<file path="src/rtl/vga_timing_pkg.sv">
// Shared constants and helpers for the VGA timing generator.
// Defaults describe 640x480@60 with a 4-clock pixel divider.
package vga_timing_pkg;

   localparam int DEF_CLK_DIV  = 4;
   localparam int DEF_H_ACTIVE = 640;
   localparam int DEF_H_FP     = 16;
   localparam int DEF_H_SYNC   = 96;
   localparam int DEF_H_BP     = 48;
   localparam int DEF_V_ACTIVE = 480;
   localparam int DEF_V_FP     = 10;
   localparam int DEF_V_SYNC   = 2;
   localparam int DEF_V_BP     = 33;
   localparam int DEF_CW       = 10;

   localparam logic POL_LOW  = 1'b0;
   localparam logic POL_HIGH = 1'b1;

   function automatic int span_total(input int act, input int fp,
                                     input int sw, input int bp);
      return act + fp + sw + bp;
   endfunction

   function automatic int sync_beg(input int act, input int fp);
      return act + fp;
   endfunction

   function automatic int sync_end(input int act, input int fp,
                                   input int sw);
      return act + fp + sw;
   endfunction

endpackage

</file>
<file path="src/rtl/vga_timing_gen_sync_delay_line.sv">
// Fixed-depth shift register that advances only on its enable.
// Depth 0 is a straight wire; reset loads every stage with RST_VAL.
module sync_delay_line #(
   parameter int               W       = 3,
   parameter int               DEPTH   = 0,
   parameter logic [W-1:0]     RST_VAL = '0
) (
   input  logic         clk,
   input  logic         rst,
   input  logic         en,
   input  logic [W-1:0] d,
   output logic [W-1:0] q
);

   if (DEPTH == 0) begin : g_wire
      assign q = d;
   end else begin : g_shift
      logic [W-1:0] stg [DEPTH];

      always_ff @(posedge clk) begin
         if (rst) begin
            for (int i = 0; i < DEPTH; i++) stg[i] <= RST_VAL;
         end else if (en) begin
            stg[0] <= d;
            for (int i = 1; i < DEPTH; i++) stg[i] <= stg[i-1];
         end
      end

      assign q = stg[DEPTH-1];
   end

endmodule

</file>
<file path="src/rtl/vga_timing_gen.sv">
// Parametrised VGA timing generator with internal pixel-tick divider,
// delayed sync/valid outputs, line/frame pulses and a frame counter.
module vga_timing_gen
   import vga_timing_pkg::*;
#(
   parameter int   CLK_DIV  = DEF_CLK_DIV,
   parameter int   H_ACTIVE = DEF_H_ACTIVE,
   parameter int   H_FP     = DEF_H_FP,
   parameter int   H_SYNC   = DEF_H_SYNC,
   parameter int   H_BP     = DEF_H_BP,
   parameter int   V_ACTIVE = DEF_V_ACTIVE,
   parameter int   V_FP     = DEF_V_FP,
   parameter int   V_SYNC   = DEF_V_SYNC,
   parameter int   V_BP     = DEF_V_BP,
   parameter logic HS_POL   = POL_LOW,
   parameter logic VS_POL   = POL_LOW,
   parameter int   PIPE     = 0,
   parameter int   CW       = DEF_CW
) (
   input  logic          clk,
   input  logic          rst,
   input  logic          en,
   output logic          pix_tick,
   output logic [CW-1:0] h_cnt,
   output logic [CW-1:0] v_cnt,
   output logic          valid,
   output logic          hsync,
   output logic          vsync,
   output logic          line_start,
   output logic          frame_start,
   output logic [7:0]    frame_cnt
);

   localparam int H_TOTAL = span_total(H_ACTIVE, H_FP, H_SYNC, H_BP);
   localparam int V_TOTAL = span_total(V_ACTIVE, V_FP, V_SYNC, V_BP);
   localparam int HS_BEG  = sync_beg(H_ACTIVE, H_FP);
   localparam int HS_END  = sync_end(H_ACTIVE, H_FP, H_SYNC);
   localparam int VS_BEG  = sync_beg(V_ACTIVE, V_FP);
   localparam int VS_END  = sync_end(V_ACTIVE, V_FP, V_SYNC);
   localparam int DW      = (CLK_DIV > 1) ? $clog2(CLK_DIV) : 1;

   localparam logic [DW-1:0] DIV_LAST = DW'(CLK_DIV - 1);
   localparam logic [CW-1:0] H_LAST   = CW'(H_TOTAL - 1);
   localparam logic [CW-1:0] V_LAST   = CW'(V_TOTAL - 1);
   localparam logic [2:0]    IDLE     = {1'b0, ~HS_POL, ~VS_POL};

   if (CLK_DIV < 1 || PIPE < 0 || PIPE > 7 ||
       H_TOTAL > 2**CW || V_TOTAL > 2**CW) begin : g_bad_cfg
      $error("vga_timing_gen: illegal parameter set");
   end

   logic [DW-1:0] div;
   logic          adv;
   logic          h_wrap;
   logic          v_wrap;
   logic [CW-1:0] h_nxt;
   logic [CW-1:0] v_nxt;
   logic [2:0]    raw_nxt;
   logic [2:0]    raw;
   logic [2:0]    dly;

   assign adv = en && (div == DIV_LAST);

   // Flags are derived from the counter values about to be loaded so
   // they register in step with h_cnt/v_cnt.
   always_comb begin
      h_wrap = (h_cnt == H_LAST);
      v_wrap = (v_cnt == V_LAST);
      h_nxt  = h_wrap ? '0 : h_cnt + CW'(1);
      v_nxt  = v_cnt;
      if (h_wrap) v_nxt = v_wrap ? '0 : v_cnt + CW'(1);
      raw_nxt[2] = (int'(h_nxt) < H_ACTIVE) && (int'(v_nxt) < V_ACTIVE);
      raw_nxt[1] = (int'(h_nxt) >= HS_BEG && int'(h_nxt) < HS_END)
                   ? HS_POL : ~HS_POL;
      raw_nxt[0] = (int'(v_nxt) >= VS_BEG && int'(v_nxt) < VS_END)
                   ? VS_POL : ~VS_POL;
   end

   always_ff @(posedge clk) begin
      if (rst) begin
         div         <= '0;
         h_cnt       <= H_LAST;
         v_cnt       <= V_LAST;
         frame_cnt   <= 8'hFF;
         pix_tick    <= 1'b0;
         line_start  <= 1'b0;
         frame_start <= 1'b0;
         raw         <= IDLE;
      end else begin
         pix_tick    <= adv;
         line_start  <= adv && h_wrap;
         frame_start <= adv && h_wrap && v_wrap;
         if (en) div <= adv ? '0 : div + DW'(1);
         if (adv) begin
            h_cnt <= h_nxt;
            v_cnt <= v_nxt;
            raw   <= raw_nxt;
            if (h_wrap && v_wrap) frame_cnt <= frame_cnt + 8'd1;
         end
      end
   end

   sync_delay_line #(
      .W       (3),
      .DEPTH   (PIPE),
      .RST_VAL (IDLE)
   ) u_dly (
      .clk (clk),
      .rst (rst),
      .en  (adv),
      .d   (raw),
      .q   (dly)
   );

   assign valid = dly[2];
   assign hsync = dly[1];
   assign vsync = dly[0];

endmodule

</file>
<file path="config.mk">
export PLATFORM = sky130hd
export DESIGN_NAME = vga_timing_gen
export DESIGN_NICKNAME = d
export VERILOG_FILES = /design/src/rtl/vga_timing_pkg.sv /design/src/rtl/vga_timing_gen_sync_delay_line.sv /design/src/rtl/vga_timing_gen.sv
export SDC_FILE = /design/constraint.sdc
export NUM_CORES = 1
export LEC_CHECK = 0
export ABC_AREA = 1
export CORE_ASPECT_RATIO = 2
export CORE_MARGIN = 4
export CORE_UTILIZATION = 56
export DETAILED_ROUTE_END_ITERATION = 7
export PLACE_DENSITY = 0.95
export SLEW_MARGIN = 40
export SYNTH_ARGS = -nofsm -noshare
export SYNTH_HDL_FRONTEND = slang
export SYNTH_SLANG_ARGS = --single-unit
</file>
<file path="constraint.sdc">
create_clock -name clk -period 2.45 [get_ports clk]
set_clock_uncertainty 0.1 [all_clocks]
set_input_delay 0.245 -clock clk [delete_from_list [all_inputs] [get_ports clk]]
set_output_delay 0.245 -clock clk [all_outputs]
set_load 0.03 [all_outputs]
</file>
==> summary.md, run 1 <==
| Metric | Value |
|---|---|
| VDD IR max | 0.000454 V |
| DP Area | 0.00244 mm^2 |
| Hold buffer count at CTS | 0 |
| Critical path class | reg -> reg |
| Worst-path cell chain | ha_1, nand2_2, inv_2, nor2_2, inv_2, o22ai_1 |
| Vias in the first global route | 2198 |
| Worst EP required | 2.54 ns |
| Internal power | 0.920 mW |
| CP max stage delay | 0.33 ns |
| Gr usage total | 26.4% |
| Mapped cell area | 0.00204 mm^2 |
| Die W | 50.6 um |
| Total wire length | 5420 um |
| Hold_ws | 0.358 ns |
| Sw frac | 30.6% |
| Setup bufs post-CTS | 0 |
| Initial Utilization | 58.9% |
| Class of the worst hold path | reg -> reg |
| GPL Wtd Cong | 0.978 |
| Highest-delay cell along the critical path | dfxtp_1 |
| Fin nets | 331 |
| Clk_lat worst skew | 0.30 ns |
| Final Hold Vio Count | 0 |
| Number of port buffers | 36 |
| Clock Tree Root | clkbuf_8 |
| PwrDens | 524 mW/mm^2 |
| Syn Area/Cell | 7.19 um^2 |
| RSZ-0062 raised after global routing | false |
| Combinational power share | 20.3% |
| First-pass GRT wire length | 9600 um |
| Row cnt | 30 |
| Die Y | 93.3 um |
| Final period util | 75.5% |
| Core footprint | 0.00345 mm^2 |
| CP arrival | 1.94 ns |
| Initial antenna violation count | 0 |
| Die area | 0.00472 mm^2 |
| Layout cell share with drive strength beyond 1 | 12.0% |
| Setup TNS Final | 0 ns |
| Avg Vias per Cell | 5.65 |
| Sink Count | 36 |
| Min setup slack post-route | 0.601 ns |
| Outcome | complete, no violations |
| Net switching power | 0.406 mW |
| Mapped Cells | 283 |
| F_max | 541 MHz |
| Remaining DRCs | 0 |
| TritonCTS clock tree | yes |
| Ys Warns | 0 |
| Via count | 2101 |
| Tmin final | 1.85 ns |
| Sequential power share | 46.5% |
| CP Capture Type | register |
| Total gr overflow | 0 |
| Filler cells | 272 |
| Register bit total from synthesis | 36 |
| Crit-path max FO | 12 |
| Diodes inserted | 0 |
| Finished Layout Cells | 372 |
| Post-route cell area | 0.00253 mm^2 |
| Antenna-violating nets left | 0 |
| Clock share of power | 33.3% |
| Worst slew margin | 71.7% |
| Pins over their slew limit | 0 |
| Cts repair resizes | 0 |
| HPWL Detailed | 4170 um |
| DR pass1 iterations | 4 |
| CTS Buf Count | 5 |
| Ports | 37 |
| Post-Syn Nets | 291 |
| Slew @ Worst Pin | 0.423 ns |
| Pre-CTS setup slack | 0.333 ns |
| Worst-path clk slew | 0.08 ns |
| Leak | 1.13 nW |
| Max Cap Violations | 0 |
| Startpoint type of the worst setup path | register |
| Unique masters post-synth | 40 |
| CTS H-tree depth | 2 |
| Largest net degree at the start of global routing | 13 |
| Max clock buf depth | 2 |
| Most frequent CP cell | inv_2 |
| Avg WL per Cell | 14.6 um |
| Drt initial violations | 81 |
| Dpl cells | 364 |
| Sequential element share of the synthesized area | 35.4% |
| Layout area overhead | 24.3% |
| Final Setup Violations | 0 |
power by group through the flow:
| stage | Combinational [mW] | Sequential (mW) | Clock, mW |
|---|---|---|---|
| 4_1_cts | 0.266 | 0.616 | 0.439 |
| 2_1_floorplan | 0.176 | 0.648 | 0 |
| 3_5_place_dp | 0.264 | 0.629 | 0 |
| 3_3_place_gp | 0.257 | 0.628 | 0 |
| 6_report | 0.269 | 0.616 | 0.442 |
| 5_1_grt | 0.298 | 0.619 | 0.464 |
registers in the layout, indices dropped and copies added (netlist names):
signal / count
pix_tick: 1
div: 2
raw: 3
frame_start: 1
frame_cnt: 8
h_cnt: 10
v_cnt: 10
line_start: 1
critical path: cells and delay by family (launching register included):
family / cells / cell delay (ns)
flops: 1 / 0.33
fa+ha+maj: 1 / 0.21
compound gates: 1 / 0.30
simple gates: 2 / 0.47
buf+inv: 2 / 0.33
per-layer routing:
metal  wire (um)  GRT usage (%)  vias to the layer above
li1            -              -                     1024
met1        1850           25.4                      938
met2        2960           47.9                      106
met3         320           6.22                       33
met4         282           17.5                        0
met5           0              0                        -
per-stage QoR:
stage | utilization, % | power (mW)
finish | 73.3 | 1.33
global route | 73.3 | 1.38
CTS | 73.3 | 1.32
detailed placement | 70.7 | 0.893
global placement | 70.7 | 0.885
floorplan | - | 0.825
cells in the final DEF, fill, tap and decap left out, types with 2 or more instances in the layout:
master and instances:
nand3b_1 2, clkbuf_1 2, inv_2 3, nand4_2 3
a22oi_1 3, a21oi_1 8, clkinv_2 2, o21ai_0 7
clkbuf_8 6, inv_1 33, nor2_2 5, xnor2_1 3
o22ai_1 7, nand3_1 22, o21ai_1 8, xor2_1 3
clkdlybuf4s50_1 36, nand4_1 7, dfxtp_1 36, nand2_2 4
nor2_1 23, nand2_1 66, nor3_1 4, nand3_2 4
nor2_4 6, ha_1 5
worst paths after layout:
kind	from	end	slack (ns)	cells past startpoint
max	div[0]$_SDFFE_PP0P_	v_cnt[5]$_SDFFE_PP0P_	0.60	6
min	raw[2]$_SDFFE_PP0P_	raw[2]$_SDFFE_PP0P_	0.36	2
max reg2reg	div[0]$_SDFFE_PP0P_	v_cnt[5]$_SDFFE_PP0P_	0.60	6
min reg2reg	raw[2]$_SDFFE_PP0P_	raw[2]$_SDFFE_PP0P_	0.36	2
cell usage after synthesis:
| cell type | n | area, um^2 |
|---|---|---|
| nand2_1 | 66 | 248 |
| dfxtp_1 | 36 | 721 |
| inv_1 | 33 | 124 |
| nor2_1 | 23 | 86.3 |
| nand3_1 | 22 | 110 |
| a21oi_1 | 8 | 40.0 |
| o21ai_1 | 8 | 40.0 |
| nand4_1 | 7 | 43.8 |
| o21ai_0 | 7 | 35.0 |
| o22ai_1 | 7 | 43.8 |
| nor2_4 | 6 | 67.6 |
| ha_1 | 5 | 62.6 |
| nor2_2 | 5 | 31.3 |
| nand2_2 | 4 | 25.0 |
| nand3_2 | 4 | 40.0 |
| nor3_1 | 4 | 20.0 |
| a22oi_1 | 3 | 22.5 |
| buf_2 | 3 | 15.0 |
| inv_2 | 3 | 11.3 |
| nand4_2 | 3 | 37.5 |
| xnor2_1 | 3 | 26.3 |
| xor2_1 | 3 | 26.3 |
| clkinv_2 | 2 | 10.0 |
| nand3b_1 | 2 | 15.0 |
| a21oi_2 | 1 | 8.76 |
| a2bb2oi_1 | 1 | 8.76 |
| a32o_1 | 1 | 10.0 |
| and2_4 | 1 | 8.76 |
| and3_1 | 1 | 6.26 |
| clkinv_1 | 1 | 3.75 |
| nand2_4 | 1 | 11.3 |
| nand3_4 | 1 | 17.5 |
| nor4_1 | 1 | 6.26 |
| o211ai_1 | 1 | 7.51 |
| o21a_1 | 1 | 7.51 |
| o21ai_2 | 1 | 8.76 |
| o22a_1 | 1 | 8.76 |
| o31ai_1 | 1 | 7.51 |
| or2_0 | 1 | 6.26 |
| or2_2 | 1 | 6.26 |
logic make-up (layout without fill, tap and decap cells):
family | Yosys count | after routing | synth area share [%]
simple gates | 153 | 153 | 38.7
fa+ha+maj | 5 | 5 | 3.07
flops | 36 | 36 | 35.4
compound gates | 41 | 41 | 12.2
buf+inv | 42 | 83 | 8.05
xor+xnor | 6 | 6 | 2.58
layout make-up:
type / instances / area [um^2] / share of cell area, %
Multi-Input combinational cell: 205 / 1150 / 45.5
Sequential cell: 36 / 721 / 28.5
Timing Repair Buffer: 36 / 360 / 14.2
Inverter: 39 / 149 / 5.88
Clock buffer: 8 / 90.1 / 3.56
Tap cell: 48 / 60.1 / 2.37
(Power assumes the default switching activity.)
==> run 2, diff against run 1 <==
Settings changed: CORE_UTILIZATION 56 to 52, PLACE_DENSITY 0.95 to 0.9.
Clock period 2.45 ns to 1.76 ns, I/O delays scaled along.
==> run 2 against run 1 <==
Compared with the run above:
- the flow now finishes with violations (negative setup slack)
- routed wire length is 26% higher
- critical path depth grew 4
- global-route usage shrank 1.9 points
- non-clock buffer count increased by 30
- count of clock-buffer cells in the layout decreased by 1
- worst hold slack gained 0.0044 ns
- sequential cell count stayed put
- critical path type unchanged
- critical endpoint is now raw[0]$_SDFFE_PP1P_
- largest cell class unchanged
==> summary.md, run 2 (synthesized netlist as in run 1, its figures left out) <==
| Metric | Value |
|---|---|
| Antenna-violating nets left | 0 (unchanged) |
| Initial Utilization | 53.5% (-5.4 points) |
| Critical Path Source | h_cnt[1]$_SDFFE_PP1P_ |
| Vias in the first global route | 2243 (+2.0%) |
| CP arrival | 1.86 ns (-0.08 ns) |
| DR pass1 iterations | 5 (+1) |
| Largest net degree at the start of global routing | 13 (unchanged) |
| Startpoint type of the worst setup path | register |
| Max clock buf depth | 2 (unchanged) |
| Most common cell after layout, fill and taps aside | nand2_1 |
| Core footprint | 0.00380 mm^2 (+10%) |
| Die W | 52.2 um (+3.2%) |
| Commonest non-fill, non-tap cells in the layout | 65 x nand2_1, 32 x clkdlybuf4s50_1, 31 x inv_1 |
| Crit-path max FO | 8 (-4) |
| Number of port buffers | 36 (unchanged) |
| Worst-path clk slew | 0.08 ns (about the same) |
| Hold path startpoint | raw[2]$_SDFFE_PP0P_ |
| Drt initial violations | 116 (+43%) |
| Critical path class | reg -> reg |
| F_max | 567 MHz (+4.8%) |
| Sink Count | 36 (unchanged) |
| Remaining DRCs | 0 (unchanged) |
| Tmin final | 1.76 ns (-0.0839 ns) |
| Final Setup Violations | 1 (+1) |
| Outcome | finished, violations left |
| Sequential power share | 43.0% (-3.5 points) |
| Die area | 0.00504 mm^2 (+6.7%) |
| Flop2flop setup slack | -0.005 ns (-0.61 ns) |
| Total gr overflow | 0 (unchanged) |
| Clock share of power | 32.9% (-0.4 points) |
| Row cnt | 32 (+6.7%) |
| Layout cell share with drive strength beyond 1 | 27.2% (+15 points) |
| Filler cells | 250 (-8.1%) |
| Worst-path cell chain | ha_4, inv_1, nor2_2, nand3_2, nor2_4, o21ai_2, nor2_2, nand2_2, nor2_1, nor2_1 |
| CP Capture Type | register |
| Final period util | 100% (+25 points) |
| Gr usage total | 24.5% (-1.9 points) |
| Worst EP required | 1.85 ns (-0.69 ns) |
| Total wire length | 6850 um (+26%) |
| Max Cap Violations | 0 (unchanged) |
| Pins over their slew limit | 0 (unchanged) |
| CP max stage delay | 0.37 ns (+0.04 ns) |
| Leak | 1.34 nW (+18%) |
| HPWL Detailed | 4300 um (+3.2%) |
| Die Y | 96.5 um (+3.5%) |
| Setup TNS Final | -0.00491 ns (-0.00491 ns) |
| Multi-input logic area | 0.00123 mm^2 (+7.3%) |
| Clock Tree Root | clkbuf_8 |
| Worst r2r path cells | 10 (+4) |
| Initial antenna violation count | 0 (unchanged) |
| Highest-delay cell along the critical path | dfxtp_4 |
| Diodes inserted | 0 (unchanged) |
| Slew @ Worst Pin | 0.322 ns (-0.101 ns) |
| Net switching power | 0.628 mW (+55%) |
| Worst slew margin | 78.5% (+6.8 points) |
| Via count | 2422 (+15%) |
| GPL Wtd Cong | 0.943 (-3.5%) |
| Avg WL per Cell | 17.0 um (+16%) |
| Pre-CTS setup slack | 0.0260 ns (-0.307 ns) |
| Combinational power share | 24.1% (+3.8 points) |
| Top Registers | h_cnt x10, v_cnt x10, frame_cnt x8 |
| Min setup slack post-route | -0.00491 ns (-0.606 ns) |
| RR Startpoint | h_cnt[1]$_SDFFE_PP1P_ |
| PwrDens | 692 mW/mm^2 (+32%) |
| First-pass GRT wire length | 9360 um (-2.6%) |
| Class of the worst hold path | reg -> reg |
| Worst hold stages | 2 (unchanged) |
| Layout area overhead | 41.2% |
| Fin nets | 361 (+9.1%) |
| VDD IR max | 0.000723 V (+59%) |
| TritonCTS clock tree | yes |
| Worst r2r dst | raw[0]$_SDFFE_PP1P_ |
| Internal power | 1.36 mW (+48%) |
| Failing checks | negative setup slack |
| RSZ-0062 raised after global routing | true |
| Ports | 37 (unchanged) |
| Clk_lat worst skew | 0.29 ns (about the same) |
| CTS Buf Count | 5 (unchanged) |
| Hold EP | raw[2]$_SDFFE_PP0P_ |
| Avg Vias per Cell | 6.00 (+6.1%) |
| Sw frac | 31.6% (+0.94 points) |
| FF+latch area | 739 um^2 (+2.6%) |
| Final Hold Vio Count | 0 (unchanged) |
| CTS H-tree depth | 2 (unchanged) |
[run 2: cell count changes in the layout (fill, tap and decap cells not counted), sizes merged]
cell | before | now
clkinv | 3 | 2
clkdlybuf4s50 | 36 | 32
dlygate4sd2 | 0 | 2
dlymetal6s2s | 0 | 2
clkbuf | 8 | 7
inv | 36 | 37
buf | 0 | 30
[run 2: what timing repair did]
action | CTS | global route
buffers inserted | 1 | 13
pin swaps | 2 | 16
hold buffers | 0 | 0
endpoints found under the setup margin | 4 | 14
gates resized for setup | 5 | 32
[run 2: how the worst max path moves through the flow]
stage / endpoint / slack, ns / cells after the start
6_report: raw[0]$_SDFFE_PP1P_ / -0.005 / 10
4_1_cts: raw[0]$_SDFFE_PP1P_ / -0.006 / 11
3_5_place_dp: frame_cnt[4]$_SDFFE_PP1P_ / 0.03 / 10
3_3_place_gp: raw[0]$_SDFFE_PP1P_ / 0.08 / 10
2_1_floorplan: frame_cnt[4]$_SDFFE_PP1P_ / 0.03 / 10
5_1_grt: raw[0]$_SDFFE_PP1P_ / -0.07 / 11
[run 2: through the flow]
step	area [um^2]	util, %	cells	total power, mW	hold slack, ns
after global placement	2570	67.6	383	1.26	0.343
after detailed placement	2570	67.6	383	1.27	0.352
after floorplan	2040	-	283	1.15	0.171
after CTS	2680	70.3	391	1.90	0.362
final	2880	75.6	404	1.99	0.362
after global routing	2880	75.6	404	2.04	0.376
[run 2: worst max-delay path, delay by kind of cell (launching register included)]
kind,cells,cell delay [ns]
flip-flops,1,0.37
adder cells (fa/ha/maj),1,0.15
AO/OA/AOI/OAI,1,0.11
AND/OR/NAND/NOR,7,0.88
buffers and inverters,1,0.07
[run 2: area by class of cell]
cell class	count	share of cell area, %
multi-input combinational	205	43.0
sequential	36	25.7
timing repair buffer	66	20.5
inverter	39	5.31
clock buffer	7	3.35
tap	51	2.22
[run 2: per-layer routing]
layer,GRT usage (%),share of wire [%],vias up
li1,-,-,1075
met1,23.1,33,1123
met2,45.1,53,168
met3,4.45,6.1,56
met4,17.9,8.0,0
met5,0,0,-
[run 2: power groups by stage]
| stage | Combinational [mW] | Clock, mW | Sequential [mW] |
|---|---|---|---|
| 2_1_floorplan | 0.245 | 0 | 0.903 |
| 3_3_place_gp | 0.383 | 0 | 0.874 |
| 3_5_place_dp | 0.391 | 0 | 0.875 |
| 4_1_cts | 0.402 | 0.642 | 0.857 |
| 5_1_grt | 0.512 | 0.674 | 0.858 |
| 6_report | 0.479 | 0.656 | 0.856 |
==> run 3, diff against run 2 <==
Settings changed: CORE_UTILIZATION 52 to 54, CTS_BUF_LIST from default to sky130_fd_sc_hd__clkbuf_8, PLACE_DENSITY 0.9 to 0.93.
==> run 3 against run 2 <==
Compared with the run above:
- the run still ends with negative setup slack left
- count of clock-buffer cells in the layout is the same
- final area decreased by 0.39%
- sequential cell count did not move
- total power up 7.6%
- critical path type unchanged
- largest power group unchanged
==> summary.md, run 3 (synthesized netlist as in run 1, its figures left out) <==
| Metric | Value |
|---|---|
| Final period util | 103% (+3.1 points) |
| Class of the worst hold path | reg -> reg |
| Total gr overflow | 0 (unchanged) |
| Worst-path cell chain | inv_1, nor2_1, nand3_2, nor2_4, o21ai_2, nor2_1, nand2_2, nor2_1, nor2_1 |
| Most Crowded Layer GR | met2 |
| Worst-path clk slew | 0.07 ns (about the same) |
| Number of port buffers | 36 (unchanged) |
| Final Setup Violations | 5 (+4) |
| Ports | 37 (unchanged) |
| Via count | 2303 (-4.9%) |
| Sink Count | 36 (unchanged) |
| Pins over their slew limit | 0 (unchanged) |
| Layout cell share with drive strength beyond 1 | 24.5% (-2.7 points) |
| Commonest non-fill, non-tap cells in the layout | 64 x nand2_1, 32 x inv_1, 29 x dfxtp_1, 29 x clkdlybuf4s50_1, 22 x buf_4 |
| PwrDens | 748 mW/mm^2 (+8.0%) |
| Layout area overhead | 40.7% |
| Total wire length | 6590 um (-3.8%) |
| Avg WL per Cell | 16.6 um (-1.9%) |
| CP max stage delay | 0.36 ns (about the same) |
| Met2 Use GR | 46.7% (+1.6 points) |
| CP top delay family | simple AND/OR/NAND/NOR gates |
| Final Hold Vio Count | 0 (unchanged) |
| VDD IR max | 0.000744 V (+2.9%) |
| Critical Path Source | h_cnt[4]$_SDFFE_PP1P_ |
| CP arrival | 1.90 ns (+0.04 ns) |
| CP Capture Type | register |
| CTS Buf Count | 5 (unchanged) |
| Fin nets | 354 (-1.9%) |
| Leak | 1.34 nW (+0.17%) |
| Most frequent CP cell | nor2_1 |
| Highest-delay cell along the critical path | dfxtp_1 |
| Met3 usage | 4.58% (+0.13 points) |
| RSZ-0062 raised after global routing | true |
| Tmin final | 1.82 ns (+0.0545 ns) |
| Max Cap Violations | 0 (unchanged) |
| Worst slew margin | 76.3% (-2.2 points) |
| Worst EP required | 1.84 ns (about the same) |
| Vias in the first global route | 2170 (-3.3%) |
| Top Registers | h_cnt x10, v_cnt x10, frame_cnt x8 |
| Failing checks | negative setup slack |
| Critical path class | reg -> reg |
| Clk_lat worst skew | 0.30 ns (about the same) |
| Initial antenna violation count | 0 (unchanged) |
| RR Startpoint | h_cnt[4]$_SDFFE_PP1P_ |
| HPWL Detailed | 4350 um (+1.1%) |
| Avg Vias per Cell | 5.82 (-3.0%) |
| Initial Utilization | 55.8% (+2.3 points) |
| Hold path startpoint | raw[2]$_SDFFE_PP0P_ |
| Drt initial violations | 118 (+1.7%) |
| Crit-path max FO | 8 (unchanged) |
| Remaining DRCs | 0 (unchanged) |
| Die W | 51.4 um (-1.6%) |
| Outcome | finished, violations left |
| Hold_ws | 0.392 ns (+0.0295 ns) |
| First-pass GRT wire length | 9540 um (+1.9%) |
| CTS H-tree depth | 2 (unchanged) |
| Largest net degree at the start of global routing | 13 (unchanged) |
| Setup TNS Final | -0.173 ns (-0.168 ns) |
| Startpoint type of the worst setup path | register |
| Diodes inserted | 0 (unchanged) |
| TritonCTS clock tree | yes |
| Die area | 0.00488 mm^2 (-3.3%) |
| Gr usage total | 25.4% (+0.89 points) |
| Die Y | 94.8 um (-1.7%) |
| Filler cells | 255 (+2.0%) |
| Most common cell after layout, fill and taps aside | nand2_1 |
| Row cnt | 31 (-3.1%) |
| Slew @ Worst Pin | 0.355 ns (+0.0327 ns) |
| GR met1 Demand/Resource | 25.2% (+2.1 points) |
| Max clock buf depth | 2 (unchanged) |
| DR pass1 iterations | 5 (unchanged) |
| Core footprint | 0.00365 mm^2 (-4.1%) |
| GPL Wtd Cong | 0.991 (+5.0%) |
| Min setup slack post-route | -0.0594 ns (-0.0545 ns) |
| Hold buffer count at CTS | 0 (unchanged) |
| Worst path bufs/invs | 1 (unchanged) |
| Clock Tree Root | clkbuf_8 |
| F_max | 550 MHz (-3.0%) |
| Antenna-violating nets left | 0 (unchanged) |
run 3: cell type report:
cell class                 count  area [um^2]  area share (%)
clock inverter                 1         30.0            1.05
multi-input combinational    205         1240            43.2
tap                           49         61.3            2.14
clock buffer                   7         96.3            3.36
sequential                    36          729            25.5
inverter                      39          154            5.37
timing repair buffer          59          556            19.4
run 3: routing by layer:
metal,wire length (um),vias to the layer above,share of wire (%)
li1,-,1063,-
met1,2340,1075,36
met2,3630,132,55
met3,357,33,5.4
met4,262,0,4.0
met5,0,-,0
run 3: what timing repair did:
item	CTS	global route
endpoints found under the setup margin	2	17
gates resized for setup	2	33
pin swaps	0	11
endpoints found under the hold margin	0	0
setup buffers	0	4
run 3: report_power, final:
group          total, mW  switching (mW)  internal, mW
clock              0.811           0.311         0.500
sequential         0.859          0.0231         0.836
combinational      0.471           0.299         0.172
run 3: worst paths after layout:
check | endpoint | slack (ns) | cells after the start
setup / recovery | raw[0]$_SDFFE_PP1P_ | -0.06 | 9
hold / removal | raw[2]$_SDFFE_PP0P_ | 0.39 | 2
setup reg to reg | raw[0]$_SDFFE_PP1P_ | -0.06 | 9
hold reg to reg | raw[2]$_SDFFE_PP0P_ | 0.39 | 2
run 3: metrics by stage:
stage	total power, mW	std cells	area (um^2)	utilization [%]	setup WS (ns)
detailed placement	1.27	384	2600	71.4	0.0110
floorplan	1.15	283	2040	-	0.0254
global placement	1.26	384	2600	71.4	0.0782
CTS	2.07	392	2730	74.8	0.000862
global route	2.21	396	2860	78.6	-0.168
finish	2.14	396	2860	78.6	-0.0594
run 3: worst register-to-register path: cells and delay by family (launching register included):
kind / cells / cell delay (ns)
buffers and inverters: 1 / 0.08
flip-flops: 1 / 0.36
AO/OA/AOI/OAI: 1 / 0.10
AND/OR/NAND/NOR: 7 / 1.08
